**src/rtl/inst_encoder.sv**
```systemverilog
`default_nettype none
// ============================================================================
// inst_encoder
//   RV32I instruction assembler: range-checks and packs fields into a 32-bit
//   word, queued in a 2-entry output FIFO with saturating result counters.
//   Revision: 1.0
// ============================================================================
module inst_encoder (
  input  logic        clk_i,
  input  logic        rst_ni,
  input  logic        in_valid_i,
  output logic        in_ready_o,
  input  logic [2:0]  fmt_i,
  input  logic [6:0]  opcode_i,
  input  logic [4:0]  rd_i,
  input  logic [4:0]  rs1_i,
  input  logic [4:0]  rs2_i,
  input  logic [2:0]  funct3_i,
  input  logic [6:0]  funct7_i,
  input  logic [31:0] imm_i,
  output logic        out_valid_o,
  input  logic        out_ready_i,
  output logic [31:0] instr_o,
  output logic        err_o,
  output logic [15:0] enc_count_o,
  output logic [15:0] err_count_o
);

  localparam logic [2:0]  FMT_R   = 3'd0;
  localparam logic [2:0]  FMT_I   = 3'd1;
  localparam logic [2:0]  FMT_S   = 3'd2;
  localparam logic [2:0]  FMT_B   = 3'd3;
  localparam logic [2:0]  FMT_U   = 3'd4;
  localparam logic [2:0]  FMT_J   = 3'd5;
  localparam logic [15:0] CNT_MAX = 16'hFFFF;

  logic [31:0] enc_word;
  logic        bad_imm;
  logic        bad_fmt;
  logic        enc_err;
  logic [31:0] enc_instr;

  logic        push;
  logic        pop;

  logic [1:0]  count_q, count_d;
  logic        wptr_q, wptr_d;
  logic        rptr_q, rptr_d;
  logic [31:0] mem_instr_q [2];
  logic [31:0] mem_instr_d [2];
  logic        mem_err_q [2];
  logic        mem_err_d [2];
  logic [31:0] last_instr_q, last_instr_d;
  logic        last_err_q, last_err_d;
  logic [15:0] enc_count_q, enc_count_d;
  logic [15:0] err_count_q, err_count_d;

  // Immediate range checks test that the discarded upper bits are pure sign extension.
  always_comb begin
    enc_word = 32'h0;
    bad_imm  = 1'b0;
    bad_fmt  = 1'b0;
    case (fmt_i)
      FMT_R: enc_word = {funct7_i, rs2_i, rs1_i, funct3_i, rd_i, opcode_i};
      FMT_I: begin
        enc_word = {imm_i[11:0], rs1_i, funct3_i, rd_i, opcode_i};
        bad_imm  = !((&imm_i[31:11]) || !(|imm_i[31:11]));
      end
      FMT_S: begin
        enc_word = {imm_i[11:5], rs2_i, rs1_i, funct3_i, imm_i[4:0], opcode_i};
        bad_imm  = !((&imm_i[31:11]) || !(|imm_i[31:11]));
      end
      FMT_B: begin
        enc_word = {imm_i[12], imm_i[10:5], rs2_i, rs1_i, funct3_i,
                    imm_i[4:1], imm_i[11], opcode_i};
        bad_imm  = !((&imm_i[31:12]) || !(|imm_i[31:12])) || imm_i[0];
      end
      FMT_U: begin
        enc_word = {imm_i[31:12], rd_i, opcode_i};
        bad_imm  = |imm_i[11:0];
      end
      FMT_J: begin
        enc_word = {imm_i[20], imm_i[10:1], imm_i[11], imm_i[19:12], rd_i, opcode_i};
        bad_imm  = !((&imm_i[31:20]) || !(|imm_i[31:20])) || imm_i[0];
      end
      default: bad_fmt = 1'b1;
    endcase
    enc_err   = bad_fmt || bad_imm || (opcode_i[1:0] != 2'b11);
    enc_instr = enc_err ? 32'h0 : enc_word;
  end

  assign in_ready_o  = (count_q != 2'd2);
  assign out_valid_o = (count_q != 2'd0);
  assign push        = in_valid_i && in_ready_o;
  assign pop         = out_valid_o && out_ready_i;

  // Outputs fall back to the last popped entry so they stay stable while empty.
  assign instr_o     = out_valid_o ? mem_instr_q[rptr_q] : last_instr_q;
  assign err_o       = out_valid_o ? mem_err_q[rptr_q]   : last_err_q;
  assign enc_count_o = enc_count_q;
  assign err_count_o = err_count_q;

  always_comb begin
    count_d      = count_q;
    wptr_d       = wptr_q;
    rptr_d       = rptr_q;
    mem_instr_d  = mem_instr_q;
    mem_err_d    = mem_err_q;
    last_instr_d = last_instr_q;
    last_err_d   = last_err_q;
    enc_count_d  = enc_count_q;
    err_count_d  = err_count_q;
    if (push) begin
      mem_instr_d[wptr_q] = enc_instr;
      mem_err_d[wptr_q]   = enc_err;
      wptr_d              = ~wptr_q;
      if (enc_err) begin
        if (err_count_q != CNT_MAX) err_count_d = err_count_q + 16'd1;
      end else begin
        if (enc_count_q != CNT_MAX) enc_count_d = enc_count_q + 16'd1;
      end
    end
    if (pop) begin
      last_instr_d = mem_instr_q[rptr_q];
      last_err_d   = mem_err_q[rptr_q];
      rptr_d       = ~rptr_q;
    end
    case ({push, pop})
      2'b10:   count_d = count_q + 2'd1;
      2'b01:   count_d = count_q - 2'd1;
      default: count_d = count_q;
    endcase
  end

  always_ff @(posedge clk_i or negedge rst_ni) begin
    if (!rst_ni) begin
      count_q        <= 2'd0;
      wptr_q         <= 1'b0;
      rptr_q         <= 1'b0;
      mem_instr_q[0] <= 32'h0;
      mem_instr_q[1] <= 32'h0;
      mem_err_q[0]   <= 1'b0;
      mem_err_q[1]   <= 1'b0;
      last_instr_q   <= 32'h0;
      last_err_q     <= 1'b0;
      enc_count_q    <= 16'h0;
      err_count_q    <= 16'h0;
    end else begin
      count_q        <= count_d;
      wptr_q         <= wptr_d;
      rptr_q         <= rptr_d;
      mem_instr_q[0] <= mem_instr_d[0];
      mem_instr_q[1] <= mem_instr_d[1];
      mem_err_q[0]   <= mem_err_d[0];
      mem_err_q[1]   <= mem_err_d[1];
      last_instr_q   <= last_instr_d;
      last_err_q     <= last_err_d;
      enc_count_q    <= enc_count_d;
      err_count_q    <= err_count_d;
    end
  end

endmodule
`default_nettype wire

```
**config.mk**
```make
export PLATFORM = sky130hd
export DESIGN_NAME = inst_encoder
export DESIGN_NICKNAME = d
export VERILOG_FILES = /design/src/rtl/inst_encoder.sv
export SDC_FILE = /design/constraint.sdc
export NUM_CORES = 1
export LEC_CHECK = 0
export ABC_AREA = 1
export CORE_ASPECT_RATIO = 1.1
export CORE_UTILIZATION = 45
export CTS_CLUSTER_SIZE = 10
export DETAILED_ROUTE_END_ITERATION = 8
export PLACE_DENSITY = 0.68
export SETUP_SLACK_MARGIN = 0.4
export SLEW_MARGIN = 20
export SYNTH_ARGS = -nofsm -noshare
export SYNTH_HDL_FRONTEND = slang
export SYNTH_SLANG_ARGS = --single-unit
```
**constraint.sdc**
```tcl
create_clock -name clk_i -period 4.9 [get_ports clk_i]
set_clock_uncertainty 0.1 [all_clocks]
set_input_delay 1.47 -clock clk_i [delete_from_list [all_inputs] [get_ports clk_i]]
set_output_delay 1.47 -clock clk_i [all_outputs]
set_load 0.005 [all_outputs]
```
# After elaboration in Yosys (flattened, before gate mapping)
# Index checks and enable logic that the tools add are counted.
# totals
out_inout_bits,67
word_cells,83
in_bits,71
register_bits,135
# classes
n_eq_ne,11
n_reduce_logical,30
n_mux,19
n_bitwise,5
magnitude_cmp,3
add_sub_neg,4
# ops
operator,n
32-bit two-way mux,6
32-bit case mux with 6 select lines,1
64-bit bitwise mux,1
"16-bit by 1-bit adder with 16-bit output, second input constant",2
32-bit demux with 1-bit select,1
"16-bit != test, second input constant",2
12-bit OR reduction,2
21-bit AND reduction,1
21-bit OR reduction,1
20-bit AND reduction,1
20-bit OR reduction,1
12-bit AND reduction,1
1-bit logical OR,7
"3-bit by 2-bit equality test with 1-bit output, second input constant",2
"3-bit equality test, second input constant",2
1-bit zero test,6
1-bit two-way mux,6
3-bit AND reduction,2
6-bit OR reduction,1
"2-bit greater-or-equal comparator, second input constant",2
"2-bit != test, second input constant",2
1-bit inverter with 2-bit output,2
1-bit case mux with 4 select lines,1
2-bit case mux with 2 select lines,1
13 further kinds,18

# Longest topological paths before layout
# logic_depth
depth_word,10
depth_mapped,14
mapped_depth_nobuf,13

# Worst setup path after synthesis
# OpenSTA, ideal clock, no wires.
# synth_timing
path_type,input to register
from,in out_ready_i
to,reg count_q[1]
setup_time_ps,124
cell_stages,8
arrival_time_ps,2745
n_path_buf,2
path_slack_ps,1931
t_required_ps,4676
path_cell_list,nand2_1 inv_1 clkbuf_1 clkbuf_1 ha_1 a21oi_1 o21ai_0 xnor2_1
# synth_via
elab_chain_cells,3
elab_cells_between_ends,5
cone_classes,eq/ne: 2; mux: 1; reduce/logical: 2
# synth_lines
item,line_no,source
start: declaration,22,"input logic out_ready_i,"
1-bit logical AND *,95,assign pop = out_valid_o && out_ready_i;
named net pop,44,logic pop;
2-bit by 1-bit equality test with 1-bit output / 2-bit equality test (equally long branches),128,"case ({push, pop})"
2-bit case mux with 2 select lines / 2-bit nonzero test (equally long branches),--,
end signal: assignment,149,count_q <= count_d;
end: declaration,46,"logic [1:0] count_q, count_d;"
# Mark *: on every way through the listed nets, which the timed path passes. The rest lies on a longest branch.
# A chain may end at the register's enable or synchronous reset.

# Final worst setup path
# layout_timing
from,reg count_q[0]
to,out instr_o[25]
# layout_via
elab_chain_cells,2
# layout_lines
item,line_no,source
2-bit nonzero test,93,assign out_valid_o = (count_q != 2'd0);
32-bit two-way mux,98,assign instr_o = out_valid_o ? mem_instr_q[rptr_q] : last_instr_q;
end: declaration,23,"output logic [31:0] instr_o,"
# Every way passes these cells.

==> results.cfg <==
[cells_and_area]
final_common_cell = nand2_1
final_cell_mix = nand2_1, clkdlybuf4s50_1, dfrtp_1
diodes = 0
nets = 1233
area_growth_pct = 28.95
drive_gt1_share_pct = 5.290

[worst_setup_path]
r2r-start = enc_count_o[0]
critPathRequiredTime_ps = 3330
path_max_fanout = 54
reg2reg_slack_ps = 2360
max_stage_delay_ps = 530
start_kind = flip-flop
cp_slowest_cell = clkdlybuf4s50_1
cp_cell_sequence = nor2_1 > clkinv_1 > buf_4 > o21ai_0 > clkdlybuf4s50_1
reg2reg_to = enc_count_o[5]
reg2reg_depth = 9
end_kind = output pin
arrival_ps = 2460
crit_type = flip-flop to output pin

[pwr]
peakVddDrop_mv = 0.2623
p_leak_nw = 4.399
power.density_mw_per_mm2 = 420.3
p_total_mw = 4.031

[timing]
hold_violations = 0
post-route-period-util_pct = 82.18
finalCriticalPeriod_ps = 4027
finalSetupViolations = 0
worst-slew-pin-transition_ps = 937.7
fmax_mhz = 248.3
tns_ps = 0
maxSlewViolCount = 0
rsz0062_at_grt = no
setup_slack_ps = 873.2
slew_headroom_pct = 37.01

[drt]
drtPass1Iterations = 5
drt-initial-drc-count = 534
wl_per_cell_um = 14.22
vias_per_cell = 5.063
drtAntennaViolNets = 0
drt_wl_total_mm = 19.51
num_vias = 6946
drcViolationCount = 0

[cts]
cts_made_buffers = 17
cts-root-buf = clkbuf_16
cts_sinks = 135
cts_tree = done
path_clk_slew_ps = 60
hold_buffers = 0
cts_resized = 0
clock_latency_ps = 420
post_cts_buffers = 0
htreeDepth = 4
clockBufferDepth = 2

[place]
dpl.hpwl_mm = 13.87
port_buffers = 137
dp_slack_ps = 810.8
gp_congestion = 0.9569

[synthesis]
netlist_area_sq_mm = 0.007438
synthAdderAreaFrac_pct = 0.5046
synth_compound_area_share_pct = 11.15
ys_ff_latch = 135
ys.warnings.count = 0
synth_top_family_by_area = simple AND/OR/NAND/NOR gates
syn_nets = 1114
avgSynthCellArea_sq_um = 7.152
synth_cell_types = 33
async_reset_ff_share_pct = 100.0
synthesis.instances = 1040
synth-edff-count = 0
synth_xor_area_share_pct = 3.415
synth_ff_type = dfrtp_1
synth.area.mux_share_pct = 0
seq_area_frac_synth_pct = 45.42
yosys.area_share.simple_pct = 31.59

[die]
ios = 138
start_util_pct = 46.74
die_y_um = 136.8
die-width_um = 124.6
die-area_sq_mm = 0.01705
core_sq_mm = 0.01592
core.rowCount = 48

[run_status]
status = finished, final reports clean

[global_route]
grt_use_total_pct = 24.28
grt_start_max_net_pins = 85
grt_overflow = 0
grt_pass1_wl_mm = 32.80
grt_pass1_vias = 6492
antenna_found_initial = 0

[hold_path]
min-delay-path-class = flip-flop to flip-flop
hp-start = mem_instr_q[4]
min_delay_worst_endpoint = mem_instr_q[4]
min_delay_path_depth = 2

[run]
max_cap_violations = 0
==> cells in the mapped netlist, types with 2 or more instances <==
cell,count,area (sq um)
nor3_1,9,45.04
a21oi_1,3,15.01
xor2_1,16,140.1
nand2_1,419,1573
inv_1,90,337.8
buf_2,3,15.01
xnor2_1,13,113.9
o221ai_1,6,52.55
clkinv_1,2,7.510
o211ai_1,4,30.03
nand2_4,2,22.52
inv_2,6,22.52
nand3_1,33,165.2
nand4_1,37,231.5
o21ai_0,108,540.5
nand2_2,3,18.77
nor2_1,59,221.5
nor2_2,3,18.77
clkbuf_1,37,138.9
dfrtp_1,135,3378
buf_4,7,52.55
ha_1,3,37.54
o21ai_1,32,160.2
==> critical path, delay by kind of cell (launching register included) <==
kind | cells | cell delay [ps]
simple gates | 1 | 120
compound gates | 1 | 250
buf+inv | 3 | 1230
flops | 1 | 420
==> layout make-up <==
type | count | area (sq um)
inverter | 98 | 367.9
sequential | 135 | 3378
tap | 200 | 250.2
clock inverter | 12 | 196.4
multi-input combinational | 758 | 3471
timing repair buffer | 149 | 1471
clock buffer | 20 | 456.7
fill | 1498 | 6324
==> cell families (layout without fill, tap and decap cells) <==
group,after synthesis,in the layout
AO/OA/AOI/OAI,156,156
flip-flops,135,135
adder cells (fa/ha/maj),3,3
XOR/XNOR,29,29
AND/OR/NAND/NOR,570,570
buffers and inverters,147,279
==> report_power, final <==
part | leakage, nW | total [mW] | internal (mW) | switching (mW)
sequential | 1.85 | 1.44 | 1.32 | 0.120
clock | 0.325 | 1.41 | 0.931 | 0.479
combinational | 2.23 | 1.18 | 0.462 | 0.723
==> state kept, by name, summed over array words and instances (netlist names) <==
name          flops
mem_instr_q      64
last_instr_q     32
enc_count_o      16
err_count_o      16
count_q           2
mem_err_q         2
last_err_q        1
rptr_q            1
wptr_q            1
==> layer usage <==
layer,part of all wire [%],track usage (%),up-vias
li1,-,-,3554
met4,1.9,8.701,0
met1,48,34.88,3170
met3,5.1,5.043,26
met2,45,36.19,196
met5,0,0,-
==> worst max path at each step <==
| stage | startpoint | to | cells past startpoint |
|---|---|---|---|
| final | count_q[0] | instr_o[25] | 5 |
| after detailed placement | fmt_i[2] | mem_instr_q[61] | 9 |
| after CTS | count_q[0] | instr_o[19] | 5 |
| after global routing | count_q[0] | instr_o[20] | 5 |
| after floorplan | out_ready_i | count_q[1] | 8 |
| after global placement | fmt_i[2] | mem_instr_q[61] | 9 |
==> through the flow <==
stage / cell area, sq um / instances / hold slack (ps) / util [%]
floorplan: 7438 / 1040 / 349.3 / -
global placement: 8939 / 1340 / 364.1 / 56.16
detailed placement: 8939 / 1340 / 365.1 / 56.16
CTS: 9592 / 1372 / 381.5 / 60.27
global route: 9592 / 1372 / 401.3 / 60.27
finish: 9592 / 1372 / 376.4 / 60.27
Note: power is estimated with default switching activity, not from simulation.
